### src/rtl/vm_pkg.sv
// Shared definitions for the vending-machine coin path: coin codes and the
// per-channel debounce state encoding.
package vm_pkg;

  typedef logic [1:0] coin_t;

  localparam coin_t COIN_NONE = 2'd0;
  localparam coin_t COIN_N    = 2'd1;
  localparam coin_t COIN_D    = 2'd2;
  localparam coin_t COIN_Q    = 2'd3;

  typedef enum logic [1:0] {
    IDLE    = 2'd0,
    QUAL_HI = 2'd1,
    HELD    = 2'd2,
    QUAL_LO = 2'd3
  } chan_state_e;

  // Coin code to the {q, d, n} one-hot presented to the drink FSM.
  function automatic logic [2:0] coin_onehot(input coin_t c);
    logic [2:0] oh;
    oh = 3'b000;
    case (c)
      COIN_N:  oh = 3'b001;
      COIN_D:  oh = 3'b010;
      COIN_Q:  oh = 3'b100;
      default: oh = 3'b000;
    endcase
    return oh;
  endfunction

endpackage

### src/rtl/coin_debounce.sv
// One coin-sensor channel: two-flop synchroniser followed by a debounce FSM
// that emits a single-cycle event on each qualified rising level.
module coin_debounce #(
  parameter int unsigned DEBOUNCE_CYCLES = 4
) (
  input  logic clk,
  input  logic reset,
  input  logic raw_i,
  output logic event_o
);
  import vm_pkg::*;

  localparam int unsigned CW = $clog2(DEBOUNCE_CYCLES + 1);
  localparam logic [CW-1:0] CNT_MAX = CW'(DEBOUNCE_CYCLES);

  logic [1:0]    sync_q;
  logic [1:0]    warm_q;
  chan_state_e   state_q;
  logic [CW-1:0] cnt_q;
  logic          event_q;
  logic          s_x;

  assign s_x     = sync_q[1];
  assign event_o = event_q;

  // warm_q masks the two cleared synchroniser samples after reset, so they
  // never count as real lows and a line held high cannot become a phantom coin.
  always_ff @(posedge clk) begin
    if (reset) begin
      sync_q  <= 2'b00;
      warm_q  <= 2'b00;
      state_q <= QUAL_LO;
      cnt_q   <= '0;
      event_q <= 1'b0;
    end else begin
      // NOTE: sequential state uses non-blocking assignments only, so every
      // right-hand side reads the value from before this edge.
      sync_q  <= {sync_q[0], raw_i};
      warm_q  <= {warm_q[0], 1'b1};
      event_q <= 1'b0;
      if (warm_q[1]) begin
        unique case (state_q)
          IDLE: begin
            if (s_x) begin
              state_q <= QUAL_HI;
              cnt_q   <= CW'(1);
            end
          end
          QUAL_HI: begin
            if (!s_x) begin
              state_q <= IDLE;
            end else if (cnt_q + CW'(1) == CNT_MAX) begin
              state_q <= HELD;
              event_q <= 1'b1;
            end else begin
              cnt_q <= cnt_q + CW'(1);
            end
          end
          HELD: begin
            if (!s_x) begin
              state_q <= QUAL_LO;
              cnt_q   <= CW'(1);
            end
          end
          QUAL_LO: begin
            if (s_x) begin
              state_q <= HELD;
            end else if (cnt_q + CW'(1) == CNT_MAX) begin
              state_q <= IDLE;
            end else begin
              cnt_q <= cnt_q + CW'(1);
            end
          end
        endcase
      end
    end
  end

endmodule

### src/rtl/coin_intake.sv
// Coin front-end: debounces three sensor lines, queues accepted coins and
// presents them one per cycle as registered one-hot pulses.
module coin_intake #(
  parameter int unsigned DEBOUNCE_CYCLES = 4,
  parameter int unsigned FIFO_DEPTH      = 4
) (
  input  logic clk,
  input  logic reset,
  input  logic raw_n,
  input  logic raw_d,
  input  logic raw_q,
  input  logic coin_en,
  output logic n,
  output logic d,
  output logic q,
  output logic reject,
  output logic full
);
  import vm_pkg::*;

  localparam int unsigned PW = $clog2(FIFO_DEPTH);
  localparam int unsigned CW = PW + 1;
  localparam logic [CW-1:0] DEPTH_C = CW'(FIFO_DEPTH);

  logic [2:0]    event_w;   // {q, d, n}
  logic [2:0]    pending_q, pending_d;
  logic [2:0]    accept, grant;
  coin_t         push_coin;
  logic          push, pop, reject_d;
  coin_t         fifo_q [FIFO_DEPTH];
  logic [PW-1:0] wr_ptr_q, rd_ptr_q;
  logic [CW-1:0] count_q;
  logic [2:0]    out_q;
  logic          reject_q;

  coin_debounce #(.DEBOUNCE_CYCLES(DEBOUNCE_CYCLES)) u_deb_n (
    .clk(clk), .reset(reset), .raw_i(raw_n), .event_o(event_w[0]));
  coin_debounce #(.DEBOUNCE_CYCLES(DEBOUNCE_CYCLES)) u_deb_d (
    .clk(clk), .reset(reset), .raw_i(raw_d), .event_o(event_w[1]));
  coin_debounce #(.DEBOUNCE_CYCLES(DEBOUNCE_CYCLES)) u_deb_q (
    .clk(clk), .reset(reset), .raw_i(raw_q), .event_o(event_w[2]));

  assign full = (count_q == DEPTH_C);

  always_comb begin
    // NOTE: every signal gets a default first so no path leaves it unassigned,
    // which would otherwise infer a latch.
    grant     = 3'b000;
    push_coin = COIN_NONE;
    if (pending_q[2]) begin
      grant     = 3'b100;
      push_coin = COIN_Q;
    end else if (pending_q[1]) begin
      grant     = 3'b010;
      push_coin = COIN_D;
    end else if (pending_q[0]) begin
      grant     = 3'b001;
      push_coin = COIN_N;
    end
    pop       = (count_q != '0) && coin_en;
    // A pop on the same edge frees the slot, so a full queue can still accept.
    push      = (grant != 3'b000) && (!full || pop);
    accept    = event_w & ~pending_q & {3{coin_en}};
    reject_d  = ((grant != 3'b000) && !push) || ((event_w & ~accept) != 3'b000);
    pending_d = (pending_q & ~grant) | accept;
  end

  // NOTE: the queue storage has no reset; only the pointers and occupancy
  // define which entries are valid.
  always_ff @(posedge clk) begin
    if (push) fifo_q[wr_ptr_q] <= push_coin;
  end

  always_ff @(posedge clk) begin
    if (reset) begin
      pending_q <= 3'b000;
      wr_ptr_q  <= '0;
      rd_ptr_q  <= '0;
      count_q   <= '0;
      out_q     <= 3'b000;
      reject_q  <= 1'b0;
    end else begin
      pending_q <= pending_d;
      reject_q  <= reject_d;
      out_q     <= pop ? coin_onehot(fifo_q[rd_ptr_q]) : 3'b000;
      if (push) wr_ptr_q <= wr_ptr_q + PW'(1);
      if (pop)  rd_ptr_q <= rd_ptr_q + PW'(1);
      unique case ({push, pop})
        2'b10:   count_q <= count_q + CW'(1);
        2'b01:   count_q <= count_q - CW'(1);
        default: ;
      endcase
    end
  end

  assign n      = out_q[0];
  assign d      = out_q[1];
  assign q      = out_q[2];
  assign reject = reject_q;

endmodule

### config.mk
export PLATFORM = sky130hd
export DESIGN_NAME = coin_intake
export DESIGN_NICKNAME = d
export VERILOG_FILES = /design/src/rtl/vm_pkg.sv /design/src/rtl/coin_debounce.sv /design/src/rtl/coin_intake.sv
export SDC_FILE = /design/constraint.sdc
export NUM_CORES = 1
export LEC_CHECK = 0
export BUFFER_PORTS_ARGS = -buffer_cell sky130_fd_sc_hd__buf_2
export CAP_MARGIN = 20
export CORE_MARGIN = 5
export CORE_UTILIZATION = 35
export CTS_CLUSTER_SIZE = 28
export DETAILED_ROUTE_END_ITERATION = 8
export GPL_TIMING_DRIVEN = 0
export HOLD_SLACK_MARGIN = 0.12
export SLEW_MARGIN = 20
export SYNTH_ARGS = -nofsm -noshare
export SYNTH_HDL_FRONTEND = slang
export SYNTH_SLANG_ARGS = --single-unit
### constraint.sdc
create_clock -name clk -period 2 [get_ports clk]
set_input_delay 0.4 -clock clk [delete_from_list [all_inputs] [get_ports clk]]
set_output_delay 0.4 -clock clk [all_outputs]
set_load 0.02 [all_outputs]
* Yosys cells after proc, flatten, opt, wreduce, memory -nomap -nowiden
Memories as Yosys holds them, arrays and structs flattened. A register that Yosys moved wholly into a read port is not among the register bits. Index checks and enable logic that the tools add are counted.
Word-level totals: register bits after elaboration 44, memory bits (writable) 8, input bits 6, output and inout port bits 5, word-level logic and storage cells 167, memories kept 1
Operators by class: add/sub/neg operators 7, equal/unequal tests 36, mux-type cells 57, bitwise operators 18, reduce and logical (&&, ||, !) cells 24
Memory list:
- fifo_q | depth 4, bits a word 2, rd ports 1, clocked after memory_dff 1, wr ports 1, RTL line coin_intake.sv:30 | coin_t fifo_q [FIFO_DEPTH];
Operators with widths (count):
- 3-bit two-way mux | 16
- 2-bit two-way mux | 23
- 3-bit one-hot mux with 4 select lines | 3
- 5-bit AND reduction | 6
- 2-bit one-hot mux with 4 select lines | 3
- 2-bit equality test, second input constant | 9
- 3-bit by 1-bit adder with 3-bit output, second input constant | 4
- 3-bit bitwise AND | 4
- 3-bit equality test, second input constant | 4
- 2-bit by 1-bit != test with 1-bit output, second input constant | 6
- 2-bit != test, second input constant | 6
- 4-bit OR reduction | 3
- 2-bit by 1-bit equality test with 1-bit output, second input constant | 5
- 1-bit two-way mux | 10
- 1-bit inverter | 10
- 3-bit by 1-bit != test with 1-bit output, second input constant | 3
- 3-bit != test, second input constant | 3
- 3-bit inverter | 3
- 3-bit one-hot mux with 3 select lines | 1
- 3-bit nonzero test | 3
- 2-bit zero test | 3
- 3-bit one-hot mux with 2 select lines | 1
- 2-bit by 1-bit adder with 2-bit output, second input constant | 2
- 1-bit logical AND | 3
- 6 further kinds | 8

* Depth between registers and ports, before layout
Gate-level depths: netlist (run 1).
word-level depth 8, gate-level depth with buffers 8, depth with buffers taken out 7

* By module
From an unflattened synthesis (run 1), not the netlist that was laid out.
Unflattened totals: cells, all modules 216, area total of the unflattened synthesis 2369.8 µm²
By module, submodules not included:
- coin_debounce | times used 3, cells an instance 42, area an instance 441.7 µm², sequential area each 200.2 µm²
- coin_intake | times used 1, cells an instance 90, area an instance 1044.8 µm², sequential area each 560.5 µm²

* Worst setup path after synthesis (run 1)
Ideal clock, no wire load.
path type reg-to-reg, start point register count_q[2], end point register count_q[2], library setup time 132 ps, arrival 1816 ps, required time 1868 ps, path slack 51 ps, stages on the path, launching flop included 8, path buffers 0, clock period less this slack 1949 ps, cells stage by stage dfxtp_1 o31ai_1 nor2_1 fa_1 nor2b_1 and2_1 o21bai_1 a21oi_1
On the way: longest elaborated chain between the ends 6, elaborated cells between the ends (all ways) 12, classes of those cells add/sub (2); eq/ne (3); mux (1); reduce/logical (6)
Ends and longest elaborated chain:
- from (decl) | RTL line coin_intake.sv:32 | logic [CW-1:0] count_q;
- from (signal assigned) | RTL line coin_intake.sv:89 | 2'b10: count_q <= count_q + CW'(1);
- from (signal assigned) | RTL line coin_intake.sv:90 | 2'b01: count_q <= count_q - CW'(1);
- 3-bit equality test or 3-bit nonzero test (tied branches) | RTL line coin_intake.sv:43, coin_intake.sv:60
- 1-bit zero test or 1-bit logical AND (tied branches) | RTL line coin_intake.sv:62, coin_intake.sv:60
- 1-bit logical OR | RTL line coin_intake.sv:62 | push = (grant != 3'b000) && (!full || pop);
- 1-bit logical AND | RTL line coin_intake.sv:62
- 2-bit by 1-bit equality test with 1-bit output or 2-bit equality test (tied branches) | RTL line coin_intake.sv:88 | unique case ({push, pop})
- 3-bit one-hot mux with 2 select lines or 2-bit nonzero test (tied branches)
Parallel ways exist; a longest one is shown, timed or not. A chain may end at the register's enable or synchronous reset.

* Final worst setup path (run 1)
start point register pending_q[1], end point register count_q[2]
On the way: longest elaborated chain between the ends 6, elaborated cells between the ends (all ways) 8, classes of those cells eq/ne (2); mux (3); reduce/logical (3)
Ends and longest elaborated chain:
- from (decl) | RTL line coin_intake.sv:26 | logic [2:0] pending_q, pending_d;
- from (signal assigned) | RTL line coin_intake.sv:83 | pending_q <= pending_d;
- 2-bit two-way mux (*) | RTL line coin_intake.sv:53 | end else if (pending_q[1]) begin
- 3-bit two-way mux (*) | RTL line coin_intake.sv:50 | if (pending_q[2]) begin
- 3-bit nonzero test (*) | RTL line coin_intake.sv:62
- 1-bit logical AND (*) | RTL line coin_intake.sv:62
- 2-bit by 1-bit equality test with 1-bit output or 2-bit equality test (tied branches) | RTL line coin_intake.sv:88
- 3-bit one-hot mux with 2 select lines or 2-bit nonzero test (tied branches)
Mark *: on every way between the ends. The rest lies on a longest branch, timed or not.

==> results of run 1 <==
## through the flow
stage          power [mW]  setup slack, ns  cell area (sq um)
2_1_floorplan        1.13           0.0512               2210
3_3_place_gp         1.15           -0.235               2350
3_5_place_dp         1.16           -0.265               2350
4_1_cts              1.73          0.00648               2470
5_1_grt              1.80          0.00159               2480
6_report             1.71            0.117               2480
## power by group
part | leakage, nW | internal [mW] | switching [mW]
Sequential | 0.417 | 1.03 | 0.0151
Combinational | 0.482 | 0.0317 | 0.0515
Clock | 0.0416 | 0.240 | 0.338
## placed cells by master (no fill, tap or decap), drive strengths merged, types with 5 or more instances in the layout
cell	n
nand2	15
nor4	5
nand3	7
and2	6
dfxtp	42
clkbuf	8
edfxtp	8
nor2	19
buf	14
inv	14
ha	10
xnor2	7
a21oi	13
nor2b	8
## registers in the layout, indices dropped and copies added (netlist names), named ones only
signal,flops
fifo_q,8
count_q,3
out_q,3
pending_q,3
u_deb_d.cnt_q,3
u_deb_n.cnt_q,3
u_deb_q.cnt_q,3
rd_ptr_q,2
u_deb_d.sync_q,2
u_deb_n.sync_q,2
u_deb_q.sync_q,2
wr_ptr_q,2
reject,1
u_deb_d.event_o,1
u_deb_d.state_q,1
u_deb_d.warm_q,1
u_deb_n.event_o,1
u_deb_n.state_q,1
u_deb_n.warm_q,1
u_deb_q.event_o,1
u_deb_q.state_q,1
## worst min-delay path by stage
| stage | cells past startpoint | slack [ns] | endpoint |
|---|---|---|---|
| final | 2 | 0.30 | u_deb_q.sync_q[0] |
| after global routing | 2 | 0.31 | u_deb_q.sync_q[0] |
| after CTS | 2 | 0.30 | u_deb_d.sync_q[0] |
| after detailed placement | 1 | 0.42 | u_deb_d.warm_q[1] |
| after global placement | 1 | 0.42 | u_deb_q.sync_q[1] |
| after floorplan | 1 | 0.41 | u_deb_d.sync_q[1] |
## routing by layer
metal	global-route usage, %	up-vias	wire (um)
met5	0	-	0
met4	2.84	0	44
met3	3.59	6	151
met2	17.2	27	1790
met1	14.1	731	1920
li1	-	795	-
## logic make-up (layout without fill, tap and decap cells)
kind of cell	Yosys count	count (layout)	synth area share, %
simple gates	79	79	19.4
flops	50	50	48.9
compound gates	41	41	14.0
buf+inv	20	39	3.85
fa+ha+maj	11	11	6.56
xor+xnor	11	11	4.36
mux	4	4	2.94
## final cells by class
| class | count | share of cell area [%] |
|---|---|---|
| flip-flops and latches | 50 | 43.7 |
| multi-input cells | 146 | 43.2 |
| well taps | 77 | 3.88 |
| clock buffers | 5 | 2.77 |
| repair buffers | 11 | 2.42 |
| inverters | 14 | 2.11 |
| plain buffers | 6 | 1.31 |
| clock inverters | 3 | 0.655 |
## timing repair
| item | CTS | global route |
|---|---|---|
| gates resized for setup | 4 | 5 |
| cloned | 0 | 0 |
| setup endpoints to repair | 1 | 2 |
| pin swaps | 1 | 2 |
| buffers inserted | 1 | 1 |
## synth_stat cells, types with 2 or more instances
library cell / instances / area share (%)
dfxtp_1: 42 / 38
nor2_1: 19 / 3.2
nand2_1: 15 / 2.5
a21oi_1: 13 / 2.9
inv_1: 13 / 2.2
ha_1: 10 / 5.7
edfxtp_1: 8 / 11
nor2b_1: 8 / 2.3
nand3_1: 7 / 1.6
xnor2_1: 7 / 2.8
and2_1: 6 / 1.7
nor4_1: 4 / 1.1
o21ai_0: 4 / 0.91
xor2_1: 4 / 1.6
clkbuf_1: 3 / 0.51
nand2b_1: 3 / 0.85
o211ai_1: 3 / 1.0
o31ai_1: 3 / 1.0
a211o_1: 2 / 0.79
a211oi_1: 2 / 0.68
a22oi_1: 2 / 0.68
a311oi_1: 2 / 0.79
and3_1: 2 / 0.57
buf_2: 2 / 0.45
mux2i_1: 2 / 0.91
mux4_2: 2 / 2.0
nand3b_1: 2 / 0.68
nand4_1: 2 / 0.57
nor3_1: 2 / 0.45
## critical path, stage by stage, from the launching register on
cell and delay [ns]:
dfxtp_2 0.37, or3_1 0.39, buf_6 0.15, nor2_2 0.12, fa_2 0.24, nor2b_2 0.16
a22oi_1 0.09, a32oi_1 0.16, a21oi_1 0.08
==> results_dict.tcl, run 1 <==
set metrics [dict create \
    num_rows 29 \
    fin_skew_ns 0.00343 \
    fin_hold_ws_ns 0.302 \
    vdd_ir_drop_max_v 0.000321 \
    drv_slew 0 \
    hp-start "raw_q" \
    start_kind "register" \
    ys_seq_area_share_pct 48.9 \
    wl_per_cell_um 12.5 \
    critPathLaunch "pending_q[1]" \
    grt_usage_pct 10.8 \
    ff2ff_setup_slack_ns 0.12 \
    max_freq_mhz 531 \
    numCtsBuffers 5 \
    place_inst 302 \
    final_nets 251 \
    syn_avg_cell_area_sq_um 10.2 \
    fillers 623 \
    synth_area_sq_um 2210 \
    drt_iter0_drc 87 \
    multiInputGateArea_sq_um 1070 \
    antenna_found_initial 0 \
    clock_sink_count 50 \
    slew-limit-headroom_pct 60.7 \
    num_antenna_cells 0 \
    synth-main-ff-cell "dfxtp_1" \
    critPathArrivalTime_ns 2.05 \
    fin_cells 312 \
    overflow 0 \
    synthCells 216 \
    yosysWarnings 0 \
    hold_buffers 0 \
    worstPathRequired_ns 2.17 \
    tns_ns 0 \
    rsz0062_at_grt "no" \
    cts.path.max_buffers 2 \
    routed-via-count 1559 \
    ys_types 51 \
    numPortBuffers 9 \
    drt-total-wl_mm 3.90 \
    place_hpwl_mm 2.76 \
    gp_congestion 0.771 \
    core_area_sq_um 6240 \
    worstPathMaxFanout 8 \
    grt_pass1_vias 1442 \
    detail_route.first_pass.iterations 4 \
    dieWidth_um 89.5 \
    synth-seq-cells 50 \
    synth_edf_count 8 \
    clock_latency_ns 0.30 \
    die_area_sq_um 8010 \
    period_needed_ns 1.88 \
    regArea_sq_um 1080 \
    finalHoldViolCount 0 \
    initial_core_util_pct 35.4 \
    tritoncts "done" \
    cts_root_buffer "clkbuf_8" \
    post-route-util_pct 39.8 \
    dieHeight_um 89.5 \
    leakagePower_nw 0.941 \
    status "finished, final reports clean" \
    async_flop_share_pct 0 \
    cellPowerDensity_nw_per_um2 689 \
    reg2reg_depth 8 \
    setup_viol 0 \
    finalCritPeriodShare_pct 94.1 \
    cap_viol_max_count 0 \
    clkSlewWorstSetupHoldPaths_ns 0.09 \
    htreeDepth 2 \
    grt_pass1_wl_mm 6.73 \
    viasPerCell 5.00 \
    cp-endpoint "count_q[2]" \
    layout-drive-gt1-share_pct 16.2 \
    grt_max_degree 16 \
    synthesis.nets 233 \
    areaGrowthSynthToFinish_pct 12.3 \
    antenna_left 0 \
    io_pins 11 \
    r2r_start "pending_q[1]" \
    r2r-end "count_q[2]" \
    endpoint_kind "register" \
    tightestPinTransition_ns 0.589 \
    drc 0 \
    crit_type "register to register" \
    hold_path_class "input port to register" \
]
(Power assumes the default switching activity.)
==> run 2, diff against run 1 <==
--- a/config.mk
+++ b/config.mk
@@ -13,6 +13,7 @@
 export DETAILED_ROUTE_END_ITERATION = 8
 export GPL_TIMING_DRIVEN = 0
 export HOLD_SLACK_MARGIN = 0.12
+export RECOVER_POWER = 50
 export SLEW_MARGIN = 20
 export SYNTH_ARGS = -nofsm -noshare
 export SYNTH_HDL_FRONTEND = slang
==> results_dict.tcl, run 2 (same netlist as run 1, synthesis figures left out) <==
set metrics [dict create \
    drv_slew 0 \
    max_freq_mhz 531 \
    regMostFlops "fifo_q" \
    cts.path.max_buffers 2 \
    regArea_sq_um 1080 \
    numPortBuffers 9 \
    finalHoldViolCount 0 \
    critPathArrivalTime_ns 2.05 \
    hold_buffers 0 \
    r2r_start "pending_q[1]" \
    die_area_sq_um 8010 \
    routed-via-count 1557 \
    drt_iter0_drc 87 \
    num_antenna_cells 0 \
    cp_slowest_stage_delay_ns 0.39 \
    multiInputGateArea_sq_um 1070 \
    wl_per_cell_um 12.5 \
    leakagePower_nw 0.918 \
    fin_skew_ns 0.00343 \
    dieHeight_um 89.5 \
    gp_congestion 0.771 \
    tns_ns 0 \
    drc 0 \
    grt_pass1_wl_mm 6.73 \
    p_total_mw 1.71 \
    finalCritPeriodShare_pct 94.1 \
    worstPathMaxFanout 8 \
    grt_pass1_vias 1442 \
    viasPerCell 4.99 \
    detail_route.first_pass.iterations 4 \
    numCtsBuffers 5 \
    hold_end "u_deb_q.sync_q[0]" \
    final_common_cell "dfxtp_1" \
    endpoint_kind "register" \
    initial_core_util_pct 35.4 \
    hp-start "raw_q" \
    tightestPinTransition_ns 0.589 \
    areaGrowthSynthToFinish_pct 11.9 \
    clock_sink_count 50 \
    clock_latency_ns 0.30 \
    antenna_found_initial 0 \
    period_needed_ns 1.88 \
    htreeDepth 2 \
    cp_slowest_cell "or3_1" \
    grt_usage_pct 10.8 \
    pre_cts_slack_ns -0.265 \
    ff2ff_setup_slack_ns 0.12 \
    place_hpwl_mm 2.76 \
    layout_common_cells "39 x dfxtp_1, 18 x nor2_1, 15 x nand2_1" \
    cellPowerDensity_nw_per_um2 692 \
    slew-limit-headroom_pct 60.8 \
    fin_area_sq_um 2470 \
    reg2reg_depth 8 \
    path_cells "or3_1 -> buf_6 -> nor2_2 -> fa_2 -> nor2b_2 -> a22oi_1 -> a32oi_1 -> a21oi_1" \
    r2r-end "count_q[2]" \
    critPathLaunch "pending_q[1]" \
    vdd_ir_drop_max_v 0.000321 \
    layout-drive-gt1-share_pct 13.2 \
    setup_viol 0 \
    clkSlewWorstSetupHoldPaths_ns 0.09 \
    worst_slack_ns 0.117 \
    worstPathRequired_ns 2.17 \
    final_nets 251 \
    io_pins 11 \
    core_area_sq_um 6240 \
    overflow 0 \
    start_kind "register" \
    status "finished, final reports clean" \
    antenna_left 0 \
    hold_path_class "input port to register" \
    dieWidth_um 89.5 \
    cap_viol_max_count 0 \
    rsz0062_at_grt "no" \
    cts_root_buffer "clkbuf_8" \
    largest_reg_flops 8 \
    grt_max_degree 16 \
    drt-total-wl_mm 3.91 \
    fillers 630 \
    tritoncts "done" \
    postPlaceCellArea_sq_um 2350 \
    crit_type "register to register" \
    num_rows 29 \
    whs_path_depth 2 \
]
## run 2: cell types whose count changed in the layout (fill, tap and decap cells not counted)
| cell | delta |
|---|---|
| buf_4 | -1 |
| buf_2 | -5 |
| inv_1 | +1 |
| clkbuf_1 | +6 |
| inv_2 | -1 |
## run 2: worst max-delay path by stage
stage,endpoint,cells past startpoint
after floorplan,count_q[2],7
after global routing,count_q[2],8
after CTS,count_q[2],8
final,count_q[2],8
after detailed placement,count_q[2],7
after global placement,count_q[2],7
## run 2: final cells by class
type / instances / area share, %
Multi-Input combinational cell: 146 / 43.4
Buffer: 6 / 1.31
Timing Repair Buffer: 11 / 2.02
Sequential cell: 50 / 43.8
Inverter: 14 / 2.12
Clock inverter: 3 / 0.657
Tap cell: 77 / 3.89
Clock buffer: 5 / 2.78
## run 2: repair_timing
item / in CTS / in global routing
endpoints found under the setup margin: 1 / 2
cloned: 0 / 0
buffers inserted: 1 / 1
pin swaps: 1 / 2
gates resized for setup: 4 / 5
## run 2: power by group
part           leakage [nW]  internal (mW)  switching [mW]
logic                 0.459         0.0313          0.0513
registers             0.417           1.03          0.0151
clock network        0.0416          0.240           0.338
total                 0.918           1.31           0.405
## run 2: routing by layer
metal,up-vias,track usage [%],part of all wire (%)
li1,795,-,-
met1,729,14.1,49
met2,27,17.2,46
met3,6,3.59,3.9
met4,0,2.84,1.1
met5,-,0,0
## run 2: through the flow
step | util [%] | std cells | hold slack, ns
5_1_grt | 39.7 | 312 | 0.305
4_1_cts | 39.6 | 311 | 0.296
3_3_place_gp | 37.7 | 302 | 0.417
3_5_place_dp | 37.7 | 302 | 0.424
6_report | 39.7 | 312 | 0.302
2_1_floorplan | - | 216 | 0.414
## run 2: critical path, delay by kind of cell (launching register included)
kind                       cells  cell delay (ns)
buffers and inverters          1             0.15
DFF                            1             0.37
and+or+nand+nor                3             0.67
AOI/OAI and AO/OA              3             0.33
adders and majority gates      1             0.24
==> run 3, diff against run 2 <==
--- a/config.mk
+++ b/config.mk
@@ -11,7 +11,6 @@
 export CORE_UTILIZATION = 35
 export CTS_CLUSTER_SIZE = 28
 export DETAILED_ROUTE_END_ITERATION = 8
-export GPL_TIMING_DRIVEN = 0
 export HOLD_SLACK_MARGIN = 0.12
 export RECOVER_POWER = 50
 export SLEW_MARGIN = 20
==> results_dict.tcl, run 3 (same netlist as run 1, synthesis figures left out) <==
set metrics [dict create \
    status "finished, final reports clean" \
    cp_slowest_stage_delay_ns 0.40 \
    initial_core_util_pct 35.4 \
    leakagePower_nw 0.957 \
    worstPathRequired_ns 2.22 \
    period_needed_ns 1.78 \
    setup_viol 0 \
    cts_root_buffer "clkbuf_8" \
    detail_route.first_pass.iterations 4 \
    cp_slowest_cell "fa_1" \
    cap_viol_max_count 0 \
    ff2ff_setup_slack_ns 0.22 \
    viasPerCell 4.79 \
    cts.path.max_buffers 2 \
    crit_type "register to register" \
    die_area_sq_um 8010 \
    whs_path_depth 2 \
    dieHeight_um 89.5 \
    critPathArrivalTime_ns 2.00 \
    drc 0 \
    numCtsBuffers 5 \
    numPortBuffers 10 \
    clkSlewWorstSetupHoldPaths_ns 0.08 \
    drv_slew 0 \
    largest_reg_flops 8 \
    areaGrowthSynthToFinish_pct 13.0 \
    layout-drive-gt1-share_pct 12.6 \
    antenna_left 0 \
    num_antenna_cells 0 \
    r2r_start "count_q[2]" \
    max_freq_mhz 562 \
    tns_ns 0 \
    place_inst 307 \
    dieWidth_um 89.5 \
    grt_pass1_wl_mm 6.51 \
    start_kind "register" \
    gp_congestion 0.785 \
    regMostFlops "fifo_q" \
    vdd_ir_drop_max_v 0.000418 \
    clock_sink_count 50 \
    slew-limit-headroom_pct 63.2 \
    num_rows 29 \
    grt_pass1_vias 1477 \
    cellPowerDensity_nw_per_um2 721 \
    tightestPinTransition_ns 0.552 \
    hold_end "u_deb_q.sync_q[0]" \
    fin_skew_ns 0.00225 \
    r2r-end "count_q[2]" \
    grt_usage_pct 10.3 \
    drt-total-wl_mm 3.68 \
    htreeDepth 2 \
    endpoint_kind "register" \
    fillers 629 \
    antenna_found_initial 0 \
    multiInputGateArea_sq_um 1050 \
    regArea_sq_um 1080 \
    fin_cells 315 \
    clock_latency_ns 0.29 \
    core_area_sq_um 6240 \
    io_pins 11 \
    drt_iter0_drc 42 \
    layout_common_cells "42 x dfxtp_1, 19 x nor2_1, 15 x nand2_1" \
    overflow 0 \
    grt_max_degree 32 \
    place_hpwl_mm 2.64 \
    tritoncts "done" \
    hold_path_class "input port to register" \
    reg2reg_depth 7 \
    worstPathMaxFanout 3 \
    wl_per_cell_um 11.7 \
    final_common_cell "dfxtp_1" \
    routed-via-count 1508 \
    hp-start "raw_q" \
    final_nets 254 \
    finalHoldViolCount 0 \
    p_total_mw 1.80 \
    finalCritPeriodShare_pct 89.0 \
    rsz0062_at_grt "no" \
    path_cells "o31ai_2 -> nor2_1 -> fa_1 -> buf_4 -> nor4_4 -> o21bai_1 -> a21oi_1" \
]
## run 3: cell types whose count changed in the layout (fill, tap and decap cells not counted), moves of 2 or more
cell / delta
buf_4: +6
dfxtp_1: +3
dfxtp_2: -3
clkbuf_1: -2
## run 3: worst max-delay path by stage
stage	startpoint	to	slack (ns)
2_1_floorplan	count_q[2]	count_q[2]	0.05
3_5_place_dp	count_q[1]	count_q[2]	0.17
3_3_place_gp	count_q[1]	count_q[2]	0.24
4_1_cts	count_q[1]	count_q[2]	0.15
5_1_grt	count_q[1]	count_q[2]	0.01
6_report	count_q[2]	count_q[2]	0.22
## run 3: worst max-delay path: cells and delay by family (launching register included)
kind / cells / cell delay, ns
AND/OR/NAND/NOR: 2 / 0.33
buffers and inverters: 1 / 0.16
AO/OA/AOI/OAI: 3 / 0.48
flip-flops: 1 / 0.33
adder cells (fa/ha/maj): 1 / 0.40
## run 3: timing repair
| action | CTS | global route |
|---|---|---|
| hold buffers | 0 | 0 |
| setup buffers | 0 | 0 |
| resized for setup | 0 | 1 |
| endpoints found under the setup margin | 0 | 1 |
## run 3: per-stage QoR
step	util, %	setup WS [ns]	hold slack, ns	cell area [sq um]
final	40.0	0.221	0.314	2500
after global routing	40.0	0.00994	0.314	2500
after CTS	40.2	0.150	0.304	2510
after detailed placement	38.5	0.170	0.420	2400
after global placement	38.5	0.240	0.418	2400
after floorplan	-	0.0512	0.414	2210
## run 3: final cells by class
| type | count | area share [%] |
|---|---|---|
| inverter | 14 | 2.10 |
| clock inverter | 3 | 1.60 |
| tap | 77 | 3.86 |
| sequential | 50 | 43.3 |
| clock buffer | 5 | 2.75 |
| timing repair buffer | 20 | 4.36 |
| multi-input combinational | 146 | 42.1 |
## run 3: layer usage
layer	global-route usage, %	share of wire [%]	up-vias
met5	0	0	-
met4	3.79	0.73	0
met3	2.58	2.9	2
met2	17.7	48	16
met1	12.4	48	685
li1	-	-	805
## run 3: where the power goes
group          internal [mW]  switching, mW  leakage (nW)  total (mW)
Sequential              1.03         0.0150         0.416        1.05
Combinational         0.0298         0.0474         0.483      0.0772
Clock                  0.368          0.307        0.0579       0.675
Total                   1.43          0.370         0.957        1.80
